File: src/rtl/pc_fetch_ctrl_pkg.sv
// Shared constants and types for the instruction-fetch PC controller.
// Imported by pc_fetch_ctrl and pc_redirect_buf.
package pc_fetch_ctrl_pkg;

  localparam logic ChipEnable  = 1'b1;
  localparam logic ChipDisable = 1'b0;
  localparam logic RstEnable   = 1'b1;
  localparam logic NoStop      = 1'b0;
  localparam logic Stop        = 1'b1;
  localparam logic Branch      = 1'b1;
  localparam logic NotBranch   = 1'b0;

  localparam int unsigned DEFAULT_ADDR_W    = 32;
  localparam logic [31:0] DEFAULT_RESET_VEC = 32'h0000_0000;

  typedef enum logic {
    ST_OFF = 1'b0,
    ST_RUN = 1'b1
  } fetch_state_e;

endpackage

File: src/rtl/pc_redirect_buf.sv
// One-entry holding register for a branch redirect that arrived while the PC
// could not advance. Clear beats capture, capture beats consume.
module pc_redirect_buf
  import pc_fetch_ctrl_pkg::*;
#(
  parameter int unsigned ADDR_W = DEFAULT_ADDR_W
) (
  input  logic              clk,
  input  logic              rst,
  input  logic              capture,
  input  logic              consume,
  input  logic              clear,
  input  logic [ADDR_W-1:0] target_in,
  output logic              valid,
  output logic [ADDR_W-1:0] target
);

  // NOTE: sequential state uses <= so every flop samples pre-edge values;
  // blocking = here would make results depend on statement order.
  always_ff @(posedge clk) begin
    if (rst == RstEnable) begin
      valid <= 1'b0;
    end else if (clear) begin
      valid <= 1'b0;
    end else if (capture) begin
      valid <= 1'b1;
    end else if (consume) begin
      valid <= 1'b0;
    end
  end

  // NOTE: the target word is qualified by valid, so it needs no reset;
  // leaving data registers unreset keeps reset fan-out to control bits only.
  always_ff @(posedge clk) begin
    if (capture && !clear) begin
      target <= target_in;
    end
  end

endmodule

File: src/rtl/pc_fetch_ctrl.sv
// Fetch-address generator: PC state machine, next-PC priority mux, imem
// req/gnt handshake and registered (fetch_pc, valid) pair for IF/ID.
module pc_fetch_ctrl
  import pc_fetch_ctrl_pkg::*;
#(
  parameter int unsigned       ADDR_W     = DEFAULT_ADDR_W,
  parameter logic [ADDR_W-1:0] RESET_VEC  = ADDR_W'(DEFAULT_RESET_VEC),
  parameter int unsigned       STEP       = 4,
  parameter int unsigned       ALIGN_BITS = 2
) (
  input  logic              clk,
  input  logic              rst,
  input  logic              stall_i,
  input  logic              flush_i,
  input  logic [ADDR_W-1:0] flush_pc_i,
  input  logic              branch_flag_i,
  input  logic [ADDR_W-1:0] branch_target_i,
  input  logic              imem_gnt_i,
  output logic              ce_o,
  output logic              imem_req_o,
  output logic [ADDR_W-1:0] pc_o,
  output logic [ADDR_W-1:0] fetch_pc_o,
  output logic              fetch_valid_o,
  output logic              misalign_o
);

  localparam logic [ADDR_W-1:0] STEP_EXT = ADDR_W'(STEP);

  fetch_state_e      state_q, state_d;
  logic [ADDR_W-1:0] pc_q, pc_d;
  logic [ADDR_W-1:0] fetch_pc_q;
  logic              fetch_valid_q;
  logic              adv;
  logic              live_branch;
  logic              buf_valid;
  logic [ADDR_W-1:0] buf_target;

  assign live_branch = (branch_flag_i == Branch);
  assign imem_req_o  = ce_o & (stall_i == NoStop) & ~flush_i;
  assign adv         = imem_req_o & imem_gnt_i;

  pc_redirect_buf #(
    .ADDR_W (ADDR_W)
  ) u_redirect_buf (
    .clk       (clk),
    .rst       (rst),
    .capture   (live_branch & ~adv & ~flush_i & (state_q == ST_RUN)),
    .consume   (adv),
    .clear     (flush_i & (state_q == ST_RUN)),
    .target_in (branch_target_i),
    .valid     (buf_valid),
    .target    (buf_target)
  );

  always_ff @(posedge clk) begin
    if (rst == RstEnable) begin
      state_q       <= ST_OFF;
      pc_q          <= RESET_VEC;
      fetch_pc_q    <= '0;
      fetch_valid_q <= 1'b0;
    end else begin
      state_q       <= state_d;
      pc_q          <= pc_d;
      fetch_valid_q <= adv;
      if (adv) begin
        fetch_pc_q <= pc_q;
      end
    end
  end

  // NOTE: every output of this block is given a default first so no path
  // leaves a signal unassigned, which would otherwise infer a latch.
  always_comb begin
    state_d = state_q;
    ce_o    = ChipDisable;
    pc_d    = pc_q;
    unique case (state_q)
      ST_OFF: begin
        state_d = ST_RUN;
        pc_d    = RESET_VEC;
      end
      ST_RUN: begin
        ce_o = ChipEnable;
        // Flush outranks stall and grant; a live branch outranks a buffered one.
        if (flush_i) begin
          pc_d = flush_pc_i;
        end else if (adv && live_branch) begin
          pc_d = branch_target_i;
        end else if (adv && buf_valid) begin
          pc_d = buf_target;
        end else if (adv) begin
          pc_d = pc_q + STEP_EXT;
        end
      end
      default: begin
        state_d = ST_OFF;
      end
    endcase
  end

  assign pc_o          = pc_q;
  assign fetch_pc_o    = fetch_pc_q;
  assign fetch_valid_o = fetch_valid_q;

  generate
    if (ALIGN_BITS == 0) begin : g_no_align
      assign misalign_o = 1'b0;
    end else begin : g_align
      assign misalign_o = |pc_q[ALIGN_BITS-1:0];
    end
  endgenerate

endmodule

File: config.mk
export PLATFORM = sky130hd
export DESIGN_NAME = pc_fetch_ctrl
export DESIGN_NICKNAME = d
export VERILOG_FILES = /design/src/rtl/pc_fetch_ctrl_pkg.sv /design/src/rtl/pc_redirect_buf.sv /design/src/rtl/pc_fetch_ctrl.sv
export SDC_FILE = /design/constraint.sdc
export NUM_CORES = 1
export LEC_CHECK = 0
export CAP_MARGIN = 20
export CORE_ASPECT_RATIO = 0.5
export CORE_UTILIZATION = 52
export CTS_BUF_LIST = sky130_fd_sc_hd__clkbuf_8
export DETAILED_ROUTE_END_ITERATION = 16
export PLACE_DENSITY_LB_ADDON = 0.2
export SYNTH_ARGS = -nofsm -noshare
export SYNTH_HDL_FRONTEND = slang
export SYNTH_SLANG_ARGS = --single-unit
File: constraint.sdc
create_clock -name clk -period 4.7 [get_ports clk]
set_input_delay 0.47 -clock clk [delete_from_list [all_inputs] [get_ports clk]]
set_output_delay 0.47 -clock clk [all_outputs]
set_load 0.02 [all_outputs]
### Word-level counts from Yosys, hierarchy flattened

Cells that the tools add are included.

| word-level totals | value |
|---|---|
| flip-flop bits (word level) | 99 |
| input port bits | 70 |
| output and inout bits | 68 |
| logic and storage cells | 35 |

| cells by class | value |
|---|---|
| add/sub/neg operators | 1 |
| eq/ne operators | 1 |
| mux-type cells | 9 |
| bitwise logic cells | 11 |
| reductions and logical operators | 7 |

Operators with widths:

| operator | count |
|---|---|
| 2-to-1 mux 32 bit | 4 |
| case mux 32 bit (2 select lines) | 1 |
| adder 32 x 3 -> 32 bit (second input constant) | 1 |
| AND 1 bit | 7 |
| inequality test 5 x 2 -> 1 bit (second input constant) | 1 |
| 2-to-1 mux 1 bit | 4 |
| NOT 1 bit | 4 |
| OR reduction 2 bit | 2 |
| logical AND 1 bit | 3 |
| nonzero test 2 bit | 1 |
| zero test 1 bit | 1 |

### Longest topological paths before layout

| depth | value |
|---|---|
| depth in word-level cells | 9 |
| mapped depth | 7 |
| depth with buffers taken out | 6 |

### By module

Synthesis repeated with hierarchy kept, for this count alone.

| unflattened totals | value |
|---|---|
| cells, all modules | 535 |
| area, all modules | 4767.1 sq um |

Modules (own cells, without submodules):

| module | instances | cells each | area each (sq um) | sequential area each (sq um) |
|---|---|---|---|---|
| pc_fetch_ctrl | 1 | 498 | 3754.9 | 1321.3 |
| pc_redirect_buf | 1 | 37 | 1012.2 | 980.9 |

### Worst setup path before layout

No wires, ideal clock.

| path | value |
|---|---|
| path kind | register to register |
| start point | register state_q |
| end point | register u_redirect_buf.target[0], enable pin |
| library setup time | 0.421 ns |
| data arrival time | 2.623 ns |
| required time | 4.279 ns |
| slack | 1.656 ns |
| stages on the path, launching flop included | 6 |
| path buffers | 2 |
| period minus slack after synthesis | 3.044 ns |
| cell sequence | dfxtp_1 > nor2b_1 > clkbuf_1 > nand2_1 > clkbuf_1 > nor2_1 |

| between the ends | value |
|---|---|
| longest elaborated chain between the ends | 9 |
| elaborated cells on any way between the ends | 11 |
| those cells by class | mux: 1; bitwise: 8; reduce/logical: 2 |

Ends and longest elaborated chain:

| what | line | RTL |
|---|---|---|
| start: declaration | pc_fetch_ctrl.sv:29 | `fetch_state_e state_q, state_d;` |
| start signal: assignment | pc_fetch_ctrl.sv:62 | `state_q <= state_d;` |
| 2-to-1 mux 1 bit | pc_fetch_ctrl.sv:77 | `unique case (state_q)` |
| AND 1 bit (2 in series) | pc_fetch_ctrl.sv:39 | `assign imem_req_o = ce_o & (stall_i == NoStop) & ~flush_i;` |
| AND 1 bit | pc_fetch_ctrl.sv:40 | `assign adv = imem_req_o & imem_gnt_i;` |
| NOT 1 bit | pc_fetch_ctrl.sv:47 | `.capture (live_branch & ~adv & ~flush_i & (state_q == ST_RUN)),` |
| AND 1 bit (3 in series) | pc_fetch_ctrl.sv:47 |  |
| logical AND 1 bit (*) | pc_redirect_buf.sv:35 | `if (capture && !clear) begin` |
| end signal: assignment | pc_redirect_buf.sv:36 | `target <= target_in;` |
| end: declaration | pc_redirect_buf.sv:15 | `output logic [ADDR_W-1:0] target` |

Mark *: on every way between the ends. The rest lies on a longest branch, timed or not.
A chain may end at the register's enable or synchronous reset.

### Worst setup path after layout

| path | value |
|---|---|
| start point | register state_q |
| end point | register u_redirect_buf.target[25], enable pin |

Same word-level chain as after synthesis.

==> impl_metrics.json <==
{
  "hpwlAfterDp_mm": 10.43,
  "finalSetupTns_ps": 0,
  "grt_setup_unrepaired": "false",
  "status": "finished clean",
  "whs_ps": 457.4,
  "postLayoutCellArea_um2": 6447,
  "gp_congestion": 0.9327,
  "io_pins": 138,
  "rows": 24,
  "grt_max_degree": 49,
  "leakagePower_nw": 2.193,
  "synth_edf_count": 32,
  "synth_area_um2": 4938,
  "peakVddDrop_uv": 164.6,
  "post-route-min-period_ps": 3003,
  "hp-class": "reg2reg",
  "pwr-share-clk": 0.319,
  "comb_power_share": 0.140,
  "viasPerCell": 6.180,
  "first_pass_iters": 8,
  "clk_latency_ps": 380,
  "setup_viol": 0,
  "path_class": "reg2reg",
  "core_area_um2": 8949,
  "cts_resized": 0,
  "dpl_cell_area_um2": 6247,
  "routedWlPerCell_um": 19.16,
  "cts_setup_buffers": 0,
  "syn_inst": 546,
  "wl_mm": 15.00,
  "drtIter0Drc": 426,
  "synthFlopType": "dfxtp_1",
  "start_util": 0.5519,
  "cts_root_buffer": "clkbuf_8",
  "overflow": 0,
  "syn-num-nets": 617,
  "die_area_um2": 9915,
  "cp.required_ps": 4750,
  "cts_hold_buf": 0,
  "grt_pass1_wl_mm": 23.38,
  "max_cap_violations": 0,
  "seqPwrFrac": 0.541,
  "diodes": 0,
  "fin_crit_sh": 0.6389,
  "clkTransAtPathRegs_ps": 90,
  "layout-drive-gt1-share": 0.06607,
  "arrival_ps": 3050,
  "layout.nets": 732,
  "fmax_mhz": 333.0,
  "worst_slew_pin_slew_ps": 971.5,
  "critPathCaptureType": "flop",
  "synthArstFlopShare": 0,
  "power.share.switching": 0.2632,
  "io_buffer_count": 137,
  "avgSynthCellArea_um2": 9.045,
  "cts_tree": "built",
  "clock-sinks": 99,
  "syn_to_final_growth_pct": 30.55,
  "die_h_um": 70.91,
  "fillers": 714,
  "synth.distinct_cells": 65,
  "via_count": 4839,
  "synth_seq_cells": 99,
  "slew_headroom": 0.3524,
  "hp-start": "fetch_pc_o[0]",
  "final_common_cell": "clkdlybuf4s50_1",
  "yosysSeqAreaShare": 0.4662,
  "yosysWarnings": 0,
  "p_per_area_nw_per_um2": 269.7,
  "final_cell_mix": "136 x clkdlybuf4s50_1, 95 x nand2_1, 67 x dfxtp_1",
  "ant_nets": 0,
  "startpoint": "state_q",
  "antenna_found_initial": 0,
  "track_usage": 0.3081,
  "drc": 0,
  "htreeDepth": 3,
  "slew_violations": 0,
  "r2r_start": "state_q",
  "p_sw_mw": 0.4577,
  "crit_fanout": 32,
  "hold_violations": 0,
  "internal-power_mw": 1.281,
  "numCtsBuffers": 9,
  "grt_pass1_vias": 4433,
  "fp.dieW_um": 139.8,
  "clockBufferDepth": 2,
  "finClkSkew_ps": 18.77,
  "critPathLaunchType": "flop"
}
-- power groups by stage --
stage,Combinational (mW),Sequential (mW),Clock (mW)
5_1_grt,0.260,0.943,0.594
3_5_place_dp,0.239,0.958,0
6_report,0.244,0.940,0.555
2_1_floorplan,0.107,0.962,0
4_1_cts,0.241,0.939,0.558
3_3_place_gp,0.235,0.958,0
-- cells in the mapped netlist (all sizes together) (10+ instances only) --
library cell	number	area share
nand4	12	0.018
nor2	45	0.034
nand3	14	0.014
nand2	95	0.072
dfxtp	67	0.27
a221oi	10	0.020
clkbuf	35	0.039
o21ai	28	0.028
edfxtp	32	0.19
o221ai	16	0.028
nor3	12	0.015
a21oi	48	0.049
xor2	13	0.023
-- per-layer routing --
metal / vias to the layer above / part of all wire / track usage
met5: - / 0 / 0
met4: 0 / 0.014 / 0.1062
met3: 26 / 0.11 / 0.07583
met2: 288 / 0.43 / 0.4478
met1: 2283 / 0.45 / 0.4473
li1: 2242 / - / -
-- final timing paths --
path	cells past startpoint	to	slack, ps
worst max-delay path	5	u_redirect_buf.target[25]	1700
worst min register to register	2	fetch_pc_o[0]	460
worst min-delay path	2	fetch_pc_o[0]	460
worst max register to register	5	u_redirect_buf.target[25]	1700
-- registers in the layout, indices dropped and copies added, names as in the netlist --
register and cells:
u_redirect_buf.valid 1, pc_o 32, fetch_valid_o 1, state_q 1, u_redirect_buf.target 32, fetch_pc_o 32
-- cells by family (layout without fill, tap and decap cells) --
family | Yosys count | after routing | share of synthesized area
AOI/OAI and AO/OA | 156 | 156 | 0.2116
xor gates and xnor gates | 19 | 19 | 0.03370
adders and majority gates | 1 | 1 | 0.002533
buffers and inverters | 51 | 171 | 0.06182
DFF | 99 | 99 | 0.4662
muxes | 6 | 6 | 0.01216
and+or+nand+nor | 214 | 214 | 0.2121
-- final cells by class --
type / count / area, um2 / area share
Inverter: 9 / 33.78 / 0.005240
Multi-Input combinational cell: 396 / 2338 / 0.3627
Timing Repair Buffer: 146 / 1431 / 0.2220
Tap cell: 117 / 146.4 / 0.02271
Clock inverter: 6 / 57.56 / 0.008927
Sequential cell: 99 / 2302 / 0.3571
Clock buffer: 10 / 137.6 / 0.02135
-- critical path, cell delays in order, from the launching register on --
cell	delay [ps]
dfxtp_1	700
nor2b_1	570
nand2_1	100
buf_4	280
nor2_2	610
buf_4	400
-- stage by stage --
stage               cells  setup WS [ps]  total power [mW]    util
floorplan             546           1656             1.069       -
global placement      766           1509             1.193  0.6981
detailed placement    766           1469             1.198  0.6981
CTS                   782           1752             1.738  0.7199
global route          783           1561             1.797  0.7205
finish                783           1697             1.739  0.7205
No activity file was read; power rests on OpenSTA's default activity.
